## src/rtl/sram_port_arbiter.sv

```systemverilog
// sram_port_arbiter
//   Shares one asynchronous SRAM port between the instruction-fetch path and the
//   data path. Data requests take fixed priority over fetches. The FSM walks
//   IDLE -> READ/WRITE (WAIT_CYCLES+1 strobe cycles) -> ACK -> IDLE. Every SRAM
//   pin and both ack/rdata outputs come straight from flops.
//   Optional feature macro: SRAM_FETCH_BUF_EN adds a one-entry fetch buffer
//   that answers repeat fetches of the same word without touching the SRAM.
module sram_port_arbiter #(
    parameter int WAIT_CYCLES = 1,
    parameter int ADDR_W      = 20
) (
    input  logic              clk,
    input  logic              rst,
    // instruction-fetch requester
    input  logic              inst_req,
    input  logic [ADDR_W-1:0] inst_addr,
    output logic [31:0]       inst_rdata,
    output logic              inst_ack,
    // data requester
    input  logic              data_req,
    input  logic              data_we,
    input  logic [3:0]        data_be,
    input  logic [ADDR_W-1:0] data_addr,
    input  logic [31:0]       data_wdata,
    output logic [31:0]       data_rdata,
    output logic              data_ack,
    // pipeline stall
    output logic              stall_o,
    // SRAM pins
    output logic [ADDR_W-1:0] sram_addr,
    output logic [31:0]       sram_dq_o,
    output logic              sram_dq_oe,
    input  logic [31:0]       sram_dq_i,
    output logic              sram_ce_n,
    output logic              sram_oe_n,
    output logic              sram_we_n,
    output logic [3:0]        sram_be_n
);

    // Counter must hold 0..WAIT_CYCLES; keep at least one bit when WAIT_CYCLES=0.
    localparam int CNT_W = (WAIT_CYCLES < 1) ? 1 : $clog2(WAIT_CYCLES + 1);
    localparam logic [CNT_W-1:0] CNT_LAST = CNT_W'(WAIT_CYCLES);

    typedef enum logic [1:0] {
        IDLE  = 2'd0,
        READ  = 2'd1,
        WRITE = 2'd2,
        ACK   = 2'd3
    } state_t;

    typedef enum logic {
        OWN_INST = 1'b0,
        OWN_DATA = 1'b1
    } owner_t;

    state_t            state_reg, state_next;
    owner_t            owner_reg, owner_next;
    logic [CNT_W-1:0]  cnt_reg, cnt_next;

    logic [ADDR_W-1:0] addr_reg, addr_next;
    logic [31:0]       dq_o_reg, dq_o_next;
    logic              dq_oe_reg, dq_oe_next;
    logic              ce_n_reg, ce_n_next;
    logic              oe_n_reg, oe_n_next;
    logic              we_n_reg, we_n_next;
    logic [3:0]        be_n_reg, be_n_next;

    logic              inst_ack_reg, inst_ack_next;
    logic              data_ack_reg, data_ack_next;
    logic [31:0]       inst_rdata_reg, inst_rdata_next;
    logic [31:0]       data_rdata_reg, data_rdata_next;

`ifdef SRAM_FETCH_BUF_EN
    logic              buf_valid_reg, buf_valid_next;
    logic [ADDR_W-1:0] buf_tag_reg, buf_tag_next;
    logic [31:0]       buf_data_reg, buf_data_next;
    logic              buf_hit;

    // A fetch of the most recently read instruction word can skip the SRAM.
    assign buf_hit = buf_valid_reg && (buf_tag_reg == inst_addr);
`endif

    // Stall while any requester is waiting for its completion pulse.
    assign stall_o = (inst_req & ~inst_ack) | (data_req & ~data_ack);

    assign sram_addr  = addr_reg;
    assign sram_dq_o  = dq_o_reg;
    assign sram_dq_oe = dq_oe_reg;
    assign sram_ce_n  = ce_n_reg;
    assign sram_oe_n  = oe_n_reg;
    assign sram_we_n  = we_n_reg;
    assign sram_be_n  = be_n_reg;
    assign inst_ack   = inst_ack_reg;
    assign data_ack   = data_ack_reg;
    assign inst_rdata = inst_rdata_reg;
    assign data_rdata = data_rdata_reg;

    // State, owner, counter and every registered output; reset forces strobes idle at once.
    always_ff @(posedge clk or posedge rst) begin
        if (rst) begin
            state_reg      <= IDLE;
            owner_reg      <= OWN_INST;
            cnt_reg        <= '0;
            addr_reg       <= '0;
            dq_o_reg       <= '0;
            dq_oe_reg      <= 1'b0;
            ce_n_reg       <= 1'b1;
            oe_n_reg       <= 1'b1;
            we_n_reg       <= 1'b1;
            be_n_reg       <= 4'hF;
            inst_ack_reg   <= 1'b0;
            data_ack_reg   <= 1'b0;
            inst_rdata_reg <= '0;
            data_rdata_reg <= '0;
        end else begin
            state_reg      <= state_next;
            owner_reg      <= owner_next;
            cnt_reg        <= cnt_next;
            addr_reg       <= addr_next;
            dq_o_reg       <= dq_o_next;
            dq_oe_reg      <= dq_oe_next;
            ce_n_reg       <= ce_n_next;
            oe_n_reg       <= oe_n_next;
            we_n_reg       <= we_n_next;
            be_n_reg       <= be_n_next;
            inst_ack_reg   <= inst_ack_next;
            data_ack_reg   <= data_ack_next;
            inst_rdata_reg <= inst_rdata_next;
            data_rdata_reg <= data_rdata_next;
        end
    end

`ifdef SRAM_FETCH_BUF_EN
    // Fetch buffer storage; reset drops the valid flag.
    always_ff @(posedge clk or posedge rst) begin
        if (rst) begin
            buf_valid_reg <= 1'b0;
            buf_tag_reg   <= '0;
            buf_data_reg  <= '0;
        end else begin
            buf_valid_reg <= buf_valid_next;
            buf_tag_reg   <= buf_tag_next;
            buf_data_reg  <= buf_data_next;
        end
    end
`endif

    // Next-state logic; pin values are computed for the state being entered so
    // that the flops present them during that state.
    always_comb begin
        state_next      = state_reg;
        owner_next      = owner_reg;
        cnt_next        = cnt_reg;
        addr_next       = addr_reg;
        dq_o_next       = dq_o_reg;
        dq_oe_next      = 1'b0;
        ce_n_next       = 1'b1;
        oe_n_next       = 1'b1;
        we_n_next       = 1'b1;
        be_n_next       = 4'hF;
        inst_ack_next   = 1'b0;
        data_ack_next   = 1'b0;
        inst_rdata_next = inst_rdata_reg;
        data_rdata_next = data_rdata_reg;
`ifdef SRAM_FETCH_BUF_EN
        buf_valid_next  = buf_valid_reg;
        buf_tag_next    = buf_tag_reg;
        buf_data_next   = buf_data_reg;
`endif

        case (state_reg)
            IDLE: begin
                cnt_next = '0;
                if (data_req) begin
                    // Data path wins whenever it is requesting.
                    owner_next = OWN_DATA;
                    addr_next  = data_addr;
                    ce_n_next  = 1'b0;
                    if (data_we) begin
                        state_next = WRITE;
                        we_n_next  = 1'b0;
                        be_n_next  = ~data_be;
                        dq_oe_next = 1'b1;
                        dq_o_next  = data_wdata;
`ifdef SRAM_FETCH_BUF_EN
                        // A store over the buffered word makes the copy stale.
                        if (buf_valid_reg && (buf_tag_reg == data_addr)) begin
                            buf_valid_next = 1'b0;
                        end
`endif
                    end else begin
                        state_next = READ;
                        oe_n_next  = 1'b0;
                        be_n_next  = 4'h0;
                    end
                end else if (inst_req) begin
                    owner_next = OWN_INST;
`ifdef SRAM_FETCH_BUF_EN
                    if (buf_hit) begin
                        // Answer from the buffer: straight to ACK, SRAM stays idle.
                        state_next      = ACK;
                        inst_ack_next   = 1'b1;
                        inst_rdata_next = buf_data_reg;
                    end else
`endif
                    begin
                        state_next = READ;
                        addr_next  = inst_addr;
                        ce_n_next  = 1'b0;
                        oe_n_next  = 1'b0;
                        be_n_next  = 4'h0;
                    end
                end
            end

            READ: begin
                if (cnt_reg == CNT_LAST) begin
                    // Last strobe cycle: sample the bus for the owner and release strobes.
                    state_next = ACK;
                    cnt_next   = '0;
                    if (owner_reg == OWN_DATA) begin
                        data_rdata_next = sram_dq_i;
                        data_ack_next   = 1'b1;
                    end else begin
                        inst_rdata_next = sram_dq_i;
                        inst_ack_next   = 1'b1;
`ifdef SRAM_FETCH_BUF_EN
                        buf_valid_next  = 1'b1;
                        buf_tag_next    = inst_addr;
                        buf_data_next   = sram_dq_i;
`endif
                    end
                end else begin
                    cnt_next  = cnt_reg + CNT_W'(1);
                    ce_n_next = 1'b0;
                    oe_n_next = 1'b0;
                    be_n_next = 4'h0;
                end
            end

            WRITE: begin
                if (cnt_reg == CNT_LAST) begin
                    // Strobes rise but the data bus stays driven through ACK for hold time.
                    state_next    = ACK;
                    cnt_next      = '0;
                    data_ack_next = 1'b1;
                    dq_oe_next    = 1'b1;
                end else begin
                    cnt_next   = cnt_reg + CNT_W'(1);
                    ce_n_next  = 1'b0;
                    we_n_next  = 1'b0;
                    be_n_next  = ~data_be;
                    dq_oe_next = 1'b1;
                    dq_o_next  = data_wdata;
                end
            end

            ACK: begin
                // Always pass through IDLE so the acked requester can drop its request.
                state_next = IDLE;
                cnt_next   = '0;
            end

            default: begin
                state_next = IDLE;
            end
        endcase
    end

endmodule

```

## config.mk

```make
export PLATFORM = sky130hd
export DESIGN_NAME = sram_port_arbiter
export DESIGN_NICKNAME = d
export VERILOG_FILES = /design/src/rtl/sram_port_arbiter.sv
export SDC_FILE = /design/constraint.sdc
export NUM_CORES = 1
export LEC_CHECK = 0
export ABC_CLOCK_PERIOD_IN_PS = 8700
export CAP_MARGIN = 10
export CORE_ASPECT_RATIO = 0.8
export CORE_MARGIN = 4
export CORE_UTILIZATION = 45
export DETAILED_ROUTE_END_ITERATION = 10
export PLACE_DENSITY = 0.95
export SLEW_MARGIN = 20
export SYNTH_ARGS = -nofsm -noshare
export SYNTH_HDL_FRONTEND = slang
export SYNTH_SLANG_ARGS = --single-unit
```

## constraint.sdc

```tcl
create_clock -name clk -period 8.7 [get_ports clk]
set_clock_uncertainty 0.1 [all_clocks]
set_input_delay 2.175 -clock clk [delete_from_list [all_inputs] [get_ports clk]]
set_output_delay 2.175 -clock clk [all_outputs]
set_load 0.05 [all_outputs]
```

### Word-level counts from Yosys, hierarchy flattened

Index checks and enable logic that the tools add are counted.

| storage, ports and cells | value |
|---|---|
| flip-flop bits (word level) | 130 |
| bits of input ports | 113 |

| operators by class | value |
|---|---|
| $add $sub $neg | 1 |
| equality and inequality tests | 8 |
| muxes and demuxes | 39 |
| bitwise gates (word level) | 7 |
| reductions and logical operators | 10 |

Operators with widths:

| kind | count |
|---|---|
| two-way mux 32 bit | 3 |
| one-hot mux 32 bit (2 select lines) | 1 |
| two-way mux 20 bit | 2 |
| two-way mux 4 bit | 5 |
| two-way mux 1 bit | 16 |
| one-hot mux 1 bit (2 select lines) | 6 |
| one-hot mux 4 bit (3 select lines) | 1 |
| two-way mux 2 bit | 4 |
| inequality test 2 bit (second input constant) | 3 |
| one-hot mux 2 bit (3 select lines) | 1 |
| AND reduction 3 bit | 2 |
| == test 2 bit (second input constant) | 2 |
| inverter 4 bit | 1 |
| AND reduction 2 bit | 2 |
| AND reduction 4 bit | 1 |
| nonzero test 2 bit | 2 |
| OR reduction 2 bit | 2 |
| inequality test 3 bit (second input constant) | 1 |
| inverter 1 bit | 3 |
| AND 1 bit | 2 |
| == test 2 x 1 -> 1 bit (second input constant) | 1 |
| zero test 2 bit | 1 |
| inequality test 2 x 1 -> 1 bit (second input constant) | 1 |
| adder 1 bit (second input constant) | 1 |
| bitwise OR 1 bit | 1 |

### Depth between registers and ports, before layout

| logic depth | value |
|---|---|
| depth in word-level cells | 4 |
| gate-level depth with buffers | 6 |
| gate-level depth less buffers | 5 |

### Worst setup path before layout

Ideal clock, no wire load.

| timing | value |
|---|---|
| kind | input -> output |
| from | input port data_req |
| to | output port stall_o |
| data arrival time | 3188 ps |
| setup slack | 3237 ps |
| stages on the path | 3 |
| buffers on the path | 1 |
| cell sequence | buf_2 -> inv_1 -> o22ai_1 |

| between the ends | value |
|---|---|
| cells in the longest elaborated chain, start to end | 2 |

RTL lines:

| what | RTL line | source |
|---|---|---|
| from (decl) | 20 | `input logic data_req,` |
| AND 1 bit | 84 | `assign stall_o = (inst_req & ~inst_ack) \| (data_req & ~data_ack);` |
| bitwise OR 1 bit | 84 |  |
| to (decl) | 28 | `output logic stall_o,` |

Every way passes these cells.

### Final worst setup path

Same ends and word-level chain as after synthesis.

==> key figures <==
Status
  • Outcome: finished, final reports clean

CTS
  • Cts hold-fix bufs: 0
  • Clock buffer count from CTS: 17
  • Clock buffer depth: 2
  • CTS tree: done
  • Root buffer cell: clkbuf_16
  • Worst skew pair latency: 400 ps
  • H-tree Lvls: 4
  • Setup Buffers After CTS: 0
  • Post-CTS resize count: 0
  • Clock transition at path regs: ~60 ps
  • Clk sinks: 130

Worst setup path
  • Kind of critical path: input pin to output pin
  • Critical path capture point type: output pin
  • FF-to-FF setup slack: 6300 ps
  • Crit path from: data_req
  • Worst Path Arrival: 4170 ps
  • CP max FO: 29
  • Worst reg2reg path startpoint: state_reg[0]$_DFFE_PP0P_
  • CP required: 6430 ps
  • Startpoint types: input pin

Yosys
  • FFs w/ async S/R, synth: 1.000
  • Synth Net Count: 489
  • Post-Syn Area per Cell: roughly 14 sq um
  • Flops & latches, synth: 130
  • Synthesis Warnings: 0
  • Sequential-to-total area share from yosys stat: 0.6201
  • Unique cell type count in the Yosys netlist: 30
  • Synth Area in XOR/XNOR: 0
  • Main combinational cell family by area after synthesis: multiplexers
  • Mux cell area share after synthesis: 0.2493
  • Main synth FF type: dfrtp_1
  • Mapped cell area: 0.005260 sq mm
  • Syn Inst Count: 369
  • Synth Area in Simple Gates: 0.03758
  • EDFF count, synth: 0
  • Post-synthesis compound-gate area fraction: 0.05043
  • Synth Area in Adders: 0.01665

Global route
  • Initial antenna violation count: 0
  • Grt ovf: 0
  • GRT Total Usage: 0.2141
  • Largest net degree at the start of global routing: 67
  • Vias in the first global route: 4323
  • Global-route wire length before repair: 22.60 mm

Floorplanning
  • Initial core utilization: 0.4585
  • Cell Rows: 35
  • Die footprint: ~0.013 sq mm
  • Die height: 104.7 um
  • Core Area: 0.01147 sq mm
  • Num ports: 240
  • Die width: 128.9 um

Timing
  • Hold Fails Final Rpt: 0
  • Relative slew slack: 0.4592
  • Pins over their slew limit: 0
  • Final setup TNS: 0 ps
  • Final setup fails: 0
  • Fmax: 0.1552 GHz
  • Final min period: 6443 ps
  • Worst-Margin Slew: 811.1 ps
  • RSZ-0062 raised after global routing: no
  • Final period util: 0.7406

Final layout
  • Final Instance Area: approximately 0.0084 sq mm
  • N_diodes: 0
  • Area grow syn2layout: 59.04%
  • Fin nets: approximately 730
  • Layout cell share with drive strength beyond 1: 0.2256
  • Commonest cells after routing, fill and taps aside: clkdlybuf4s50_1, dfrtp_1, mux2_2, nand2_1, mux2i_1
  • Commonest non-fill, non-tap cell in the layout: clkdlybuf4s50_1

Place
  • Hpwl dp: ~10 mm
  • Routability cong.: 0.8392
  • # port buffers: 239
  • Dpl cell area: 0.007775 sq mm

Detailed routing
  • Antenna viol nets, final: 0
  • DRC viols: 0
  • Drt wl/cell: 18.36 um
  • Detailed-route via count: 3894
  • Pre-antenna DRT Iters: 5
  • Final wirelength: 14.19 mm
  • Via density: 5.038
  • Starting DRT DRC Count: approximately 110

Flow run
  • Max Cap Viol: 0

Min path
  • Hold crit path type: register to register
  • Min-delay src: sram_addr[3]$_DFFE_PP0P_
[cell type report]
cell class              instances  area, sq um
clock inverters                14        157.7
flip-flops and latches        130         3262
clock buffers                  17        425.4
well taps                     148        185.2
repair buffers                244         2430
multi-input cells             212         1873
inverters                       8        32.53
fillers                       751         3108
[per-layer routing]
layer  track usage  wire, um  vias to the layer above  share of wire
met5             0         0                        -              0
met3       0.07460      1088                       23          0.077
met1        0.2349      5224                     1926           0.37
li1              -         -                     1785              -
met2        0.3824      7591                      160           0.53
met4       0.07196       286                        0          0.020
[synth_stat cells, types with 2 or more instances]
cell	n	area, sq um
dfrtp_1	123	3078
mux2_2	94	1059
nand2_1	28	105.1
mux2i_1	23	230.2
o21ai_0	23	115.1
buf_2	10	50.05
inv_1	8	30.03
dfstp_2	7	183.9
ha_1	7	87.58
clkbuf_1	6	22.52
nand2b_1	6	37.54
a21oi_1	4	20.02
a221o_1	3	30.03
and2_1	3	18.77
buf_6	3	33.78
nor2_1	3	11.26
o22ai_1	3	18.77
a31oi_1	2	12.51
mux2_1	2	22.52
[cells by family after synthesis]
kind of cell / count (synthesis)
compound gates: 42
simple gates: 44
buf+inv: 27
fa+ha+maj: 7
mux: 119
flops: 130
[worst paths after layout]
check / to / cells after the start
max in group asynchronous: data_rdata[26]$_DFFE_PP0P_ / 3
setup reg to reg: sram_dq_o[15]$_DFFE_PP0P_ / 6
min in group asynchronous: sram_dq_o[10]$_DFFE_PP0P_ / 2
hold / removal: sram_addr[3]$_DFFE_PP0P_ / 2
hold reg to reg: sram_addr[3]$_DFFE_PP0P_ / 2
setup / recovery: stall_o / 5
[per-stage QoR]
| step | setup WS, ps | instances | utilization | hold slack, ps |
|---|---|---|---|---|
| after CTS | 2263 | 773 | 0.7285 | 384.0 |
| after global placement | 2303 | 742 | 0.6776 | 366.4 |
| final | 2257 | 773 | 0.7291 | 379.0 |
| after detailed placement | 2281 | 742 | 0.6776 | 370.7 |
| after global routing | 2155 | 773 | 0.7291 | 408.1 |
| after floorplan | 2967 | 369 | - | 377.1 |
[worst max-delay path, stage by stage]
cell and delay [ps]:
clkdlybuf4s50_1 460, buf_4 380, inv_1 160, o22ai_1 150, clkdlybuf4s50_1 830
Power is left out: the tool's default activity adds up to more than one toggle a clock period on the data nets, which glitch-free logic cannot reach.
